$ cat src/rtl/boot_loader.sv
// Stream-driven preloader for the MIPS CPU memories: parses framed bytes into imem/dmem
// byte writes, holds the CPU in reset while loading, then runs it for a bounded window.
module boot_loader #(
  parameter int ADDR_W     = 16,
  parameter int IMEM_DEPTH = 256,
  parameter int DMEM_DEPTH = 256,
  parameter int RUN_CYCLES = 500
) (
  input  logic              clk,
  input  logic              reset,
  input  logic              in_valid,
  output logic              in_ready,
  input  logic [7:0]        in_data,
  output logic              imem_we,
  output logic              dmem_we,
  output logic [ADDR_W-1:0] mem_addr,
  output logic [7:0]        mem_wdata,
  output logic              cpu_reset,
  output logic              running,
  output logic              done,
  output logic              err,
  output logic [15:0]       bytes_written
);

  typedef enum logic [2:0] {
    S_HDR, S_A_HI, S_A_LO, S_L_HI, S_L_LO, S_DATA, S_RUN, S_DONE
  } state_t;

  state_t            state_q, state_d;
  logic              tgt_q, tgt_d;
  logic [7:0]        ahi_q, ahi_d;
  logic [ADDR_W-1:0] addr_q, addr_d;
  logic [15:0]       len_q, len_d;
  logic [31:0]       run_q, run_d;
  logic              imem_we_q, imem_we_d;
  logic              dmem_we_q, dmem_we_d;
  logic [ADDR_W-1:0] mem_addr_q, mem_addr_d;
  logic [7:0]        wdata_q, wdata_d;
  logic              cpu_reset_q, cpu_reset_d;
  logic              running_q, running_d;
  logic              done_q, done_d;
  logic              err_q, err_d;
  logic [15:0]       bytes_q, bytes_d;
  logic              accepting;
  logic              xfer;
  logic              in_range;

  // Every parsing state accepts bytes; RUN and DONE never do.
  assign accepting = (state_q != S_RUN) && (state_q != S_DONE);
  assign in_ready  = accepting && !reset;
  assign xfer      = in_valid && in_ready;
  assign in_range  = tgt_q ? (32'(addr_q) < 32'(DMEM_DEPTH))
                           : (32'(addr_q) < 32'(IMEM_DEPTH));

  always_comb begin
    state_d     = state_q;
    tgt_d       = tgt_q;
    ahi_d       = ahi_q;
    addr_d      = addr_q;
    len_d       = len_q;
    run_d       = run_q;
    imem_we_d   = 1'b0;
    dmem_we_d   = 1'b0;
    mem_addr_d  = mem_addr_q;
    wdata_d     = wdata_q;
    cpu_reset_d = cpu_reset_q;
    running_d   = running_q;
    done_d      = done_q;
    err_d       = err_q;
    bytes_d     = bytes_q;
    case (state_q)
      S_HDR: if (xfer) begin
        if (in_data == 8'h00 || in_data == 8'h01) begin
          tgt_d   = in_data[0];
          state_d = S_A_HI;
        end else if (in_data == 8'hFF) begin
          state_d     = S_RUN;
          cpu_reset_d = 1'b0;
          running_d   = 1'b1;
          run_d       = '0;
        end else begin
          err_d = 1'b1;
        end
      end
      S_A_HI: if (xfer) begin
        ahi_d   = in_data;
        state_d = S_A_LO;
      end
      S_A_LO: if (xfer) begin
        addr_d  = ADDR_W'({ahi_q, in_data});
        state_d = S_L_HI;
      end
      S_L_HI: if (xfer) begin
        len_d   = {in_data, 8'h00};
        state_d = S_L_LO;
      end
      S_L_LO: if (xfer) begin
        len_d   = {len_q[15:8], in_data};
        state_d = ({len_q[15:8], in_data} == 16'd0) ? S_HDR : S_DATA;
      end
      S_DATA: if (xfer) begin
        mem_addr_d = addr_q;
        wdata_d    = in_data;
        // Out-of-range bytes are swallowed but still advance the address.
        if (in_range) begin
          imem_we_d = ~tgt_q;
          dmem_we_d = tgt_q;
          if (bytes_q != 16'hFFFF) bytes_d = bytes_q + 16'd1;
        end else begin
          err_d = 1'b1;
        end
        addr_d = addr_q + ADDR_W'(1);
        len_d  = len_q - 16'd1;
        if (len_q == 16'd1) state_d = S_HDR;
      end
      S_RUN: begin
        run_d = run_q + 32'd1;
        if (RUN_CYCLES != 0 && run_d == 32'(RUN_CYCLES)) begin
          state_d     = S_DONE;
          done_d      = 1'b1;
          running_d   = 1'b0;
          cpu_reset_d = 1'b1;
        end
      end
      S_DONE: ;
      default: state_d = S_HDR;
    endcase
  end

  always_ff @(posedge clk or posedge reset) begin
    if (reset) begin
      state_q     <= S_HDR;
      tgt_q       <= 1'b0;
      ahi_q       <= '0;
      addr_q      <= '0;
      len_q       <= '0;
      run_q       <= '0;
      imem_we_q   <= 1'b0;
      dmem_we_q   <= 1'b0;
      mem_addr_q  <= '0;
      wdata_q     <= '0;
      cpu_reset_q <= 1'b1;
      running_q   <= 1'b0;
      done_q      <= 1'b0;
      err_q       <= 1'b0;
      bytes_q     <= '0;
    end else begin
      state_q     <= state_d;
      tgt_q       <= tgt_d;
      ahi_q       <= ahi_d;
      addr_q      <= addr_d;
      len_q       <= len_d;
      run_q       <= run_d;
      imem_we_q   <= imem_we_d;
      dmem_we_q   <= dmem_we_d;
      mem_addr_q  <= mem_addr_d;
      wdata_q     <= wdata_d;
      cpu_reset_q <= cpu_reset_d;
      running_q   <= running_d;
      done_q      <= done_d;
      err_q       <= err_d;
      bytes_q     <= bytes_d;
    end
  end

  assign imem_we       = imem_we_q;
  assign dmem_we       = dmem_we_q;
  assign mem_addr      = mem_addr_q;
  assign mem_wdata     = wdata_q;
  assign cpu_reset     = cpu_reset_q;
  assign running       = running_q;
  assign done          = done_q;
  assign err           = err_q;
  assign bytes_written = bytes_q;

endmodule
$ cat config.mk
export PLATFORM = sky130hd
export DESIGN_NAME = boot_loader
export DESIGN_NICKNAME = d
export VERILOG_FILES = /design/src/rtl/boot_loader.sv
export SDC_FILE = /design/constraint.sdc
export NUM_CORES = 1
export LEC_CHECK = 0
export ABC_AREA = 1
export CORE_ASPECT_RATIO = 0.8
export CORE_MARGIN = 2
export CORE_UTILIZATION = 65
export CTS_BUF_LIST = sky130_fd_sc_hd__clkbuf_8
export CTS_CLUSTER_SIZE = 12
export DETAILED_ROUTE_END_ITERATION = 16
export GPL_TIMING_DRIVEN = 0
export MAX_ROUTING_LAYER = met4
export PLACE_DENSITY = 0.87
export SLEW_MARGIN = 40
export SYNTH_ARGS = -nofsm -noshare
export SYNTH_HDL_FRONTEND = slang
export SYNTH_SLANG_ARGS = --single-unit
$ cat constraint.sdc
create_clock -name clk -period 10.3 [get_ports clk]
set_input_delay 2.06 -clock clk [delete_from_list [all_inputs] [get_ports clk]]
set_output_delay 2.06 -clock clk [all_outputs]
set_load 0.01 [all_outputs]
==> results.toml <==
[finish]
fillCellCount = 756
finalInstanceArea_um2 = 7950
area_delta_synth_final_pct = 18.0
utilization_pct = 78.3
final_layout_size_suffix_gt1_share_pct = 5.79
fin_nets = 1023
insertedDiodeCount = 0

[power_and_ir_drop]
pwr-share-clk_pct = 22.0
comb_power_share_pct = 39.2
p_per_area_nw_per_um2 = 267
power.leakage_uw = 0.00373
p_int_uw = 1230
p_switching_uw = 890
p_seq_share_pct = 38.9
irDropWorstVdd_v = 0.000178
swShare_pct = 41.9

[synthesis]
synth_edf_count = 0
synth_xor_area_share_pct = 3.38
synth_flop_cell = "dfrtp_1"
syn_area_um2 = 6740
synth_top_family_by_area = "simple AND/OR/NAND/NOR gates"
synth_nets = 946
muxShareOfSynthArea_pct = 0
netlist_instances = 929
async_reset_ff_share_pct = 100
ys_seq_elements = 122
syn_avg_cell_area_um2 = 7.25
synth_top_area_cell = "dfrtp_1"
yosysSeqAreaShare_pct = 45.3
synthAdderAreaFrac_pct = 1.11
yosysMostFrequentCell = "nand2_1"
synth_common_cells = "253 x nand2_1, 121 x dfrtp_1, 116 x inv_1"
synthTopCellsByArea = "dfrtp_1 45%, nand2_1 14%, o21ai_0 6.8%"
yosys.area_share.simple_pct = 29.3
synth_compound_area_share_pct = 13.1
synth_top_area_share_pct = 44.9
yosysWarnings = 0
ys_types = 30

[worst_setup_path]
critPathRequiredTime_ps = 8240
arrival_ps = 3480
reg2regPathDepth = 10
worst-path-max-fanout = 2
crit_path_start = "reset"
reg2reg_to = "running"
end_kind = "primary output"
rr_startpoint = "state_q[2]"
crit_type = "in2out"
setup.worst_path.start_class = "primary input"
reg2reg_slack_ps = 7800

[clock_tree]
clock_sinks = 122
numCtsBuffers = 17
cts_root_buf = "clkbuf_8"
htreeDepth = 4
cts-hold-fix-buffers = 0
post_cts_buffers = 0
path_clk_slew_ps = 70
cts_tree = "built"
clk_latency_ps = 440
ctsResizeCount = 0
clk_path_buf_depth = 2

[floorplanning]
die_h_um = 95.1
rows = 33
die_x_um = 118
core_area_um2 = 10200
io-pin-count = 58
dieArea_um2 = 11200
start_util_pct = 66.3

[global_routing]
grt_overflow = 0
grt_antenna_before_repair = 0
grt_first_pass_wirelength_um = 30000
grt_max_degree = 65
grt_pass1_vias = 6262
grt_usage_pct = 35.1

[detailed_routing]
first_pass_iters = 6
viasPerCell = 5.79
num_vias = 6709
drtIter0Drc = 857
postRouteAntennaNets = 0
wl_um = 18200
drcViolationCount = 0
avgRoutedWirePerCell_um = 15.7

[timing]
fin_skew_ps = 11.1
rsz0062_at_grt = "no"
worst_pin_slew_ps = 673
drv_slew = 0
relSlewSlack_pct = 55.2
fin_setup_tns_ps = 0
fin_crit_ps = 5540
max_freq_mhz = 181
hold_viol_final = 0
post-route-period-util_pct = 53.8
setup_viol = 0

[placed_design]
dp_hpwl_um = 12900
placement.io_buffers = 57
gp_congestion = 0.935
place_area_um2 = 7520

[run_status]
status = "completed"

[run]
maxCapViolations = 0

[hold_path]
holdPathEnd = "imem_we"
min_delay_path_depth = 1
hold_path.class = "reg2reg"
min-delay-start = "tgt_q"
cells in the final DEF (no fill, tap or decap), drive strengths merged, types with 13 or more instances in the layout:
master | synthesis | final
nand2 | 261 | 261
clkdlybuf4s50 | 0 | 57
inv | 117 | 120
dfrtp | 121 | 121
nand4 | 13 | 13
nor2 | 123 | 123
a21oi | 45 | 45
o22ai | 19 | 19
nand3 | 49 | 49
o21ai | 93 | 93
xor2 | 21 | 21
clkbuf | 16 | 33
nor3 | 18 | 18
cell type report:
type	instances	area (um2)	share of cell area [%]
multi-input cells	669	3160	39.7
repair buffers	58	598	7.52
inverters	117	447	5.62
clock buffers	17	234	2.94
well taps	140	175	2.20
clock inverters	15	200	2.52
flip-flops and latches	122	3050	38.4
plain buffers	21	85.1	1.07
layer usage:
layer	share of wire [%]	track usage (%)
met1	43	47.3
met5	0	-
met2	44	54.0
met3	10	7.06
met4	2.6	11.9
sequential cells by signal, summed over array words and instances, names as in the netlist, 3 cells and up:
signal and cells:
addr_q 16, run_q 32, len_q 16, ahi_q 8
bytes_written 16, mem_wdata 8, state_q 3, mem_addr 16
worst max-delay path, cell delays in order:
cell	delay [ps]
clkdlybuf4s50_1	540
a21oi_1	290
clkdlybuf4s50_1	590
cells by family after synthesis:
kind of cell / Yosys count
compound gates: 167
xor+xnor: 26
fa+ha+maj: 6
buf+inv: 138
flops: 122
simple gates: 470
power groups by stage:
stage	registers [uW]	clock network [uW]	logic [uW]
final	826	467	832
after global routing	848	490	932
after CTS	820	470	816
after detailed placement	821	0	806
after global placement	819	0	771
after floorplan	811	0	537
worst max-delay path by stage:
stage                endpoint  slack (ps)  cells after the start
floorplan           addr_q[0]        5000                      1
global placement     run_q[6]        3280                      2
detailed placement   in_ready        4770                      3
CTS                  in_ready        4770                      3
global route         in_ready        4760                      3
finish               in_ready        4760                      3
through the flow:
step	power, uW	worst slack [ps]	hold slack, ps	cells
floorplan	1350	5000	424	929
global placement	1590	3280	442	1126
detailed placement	1630	4770	444	1127
CTS	2110	4770	459	1159
global route	2270	4760	498	1159
finish	2120	4760	466	1159
Note: power is estimated with default switching activity, not from simulation.
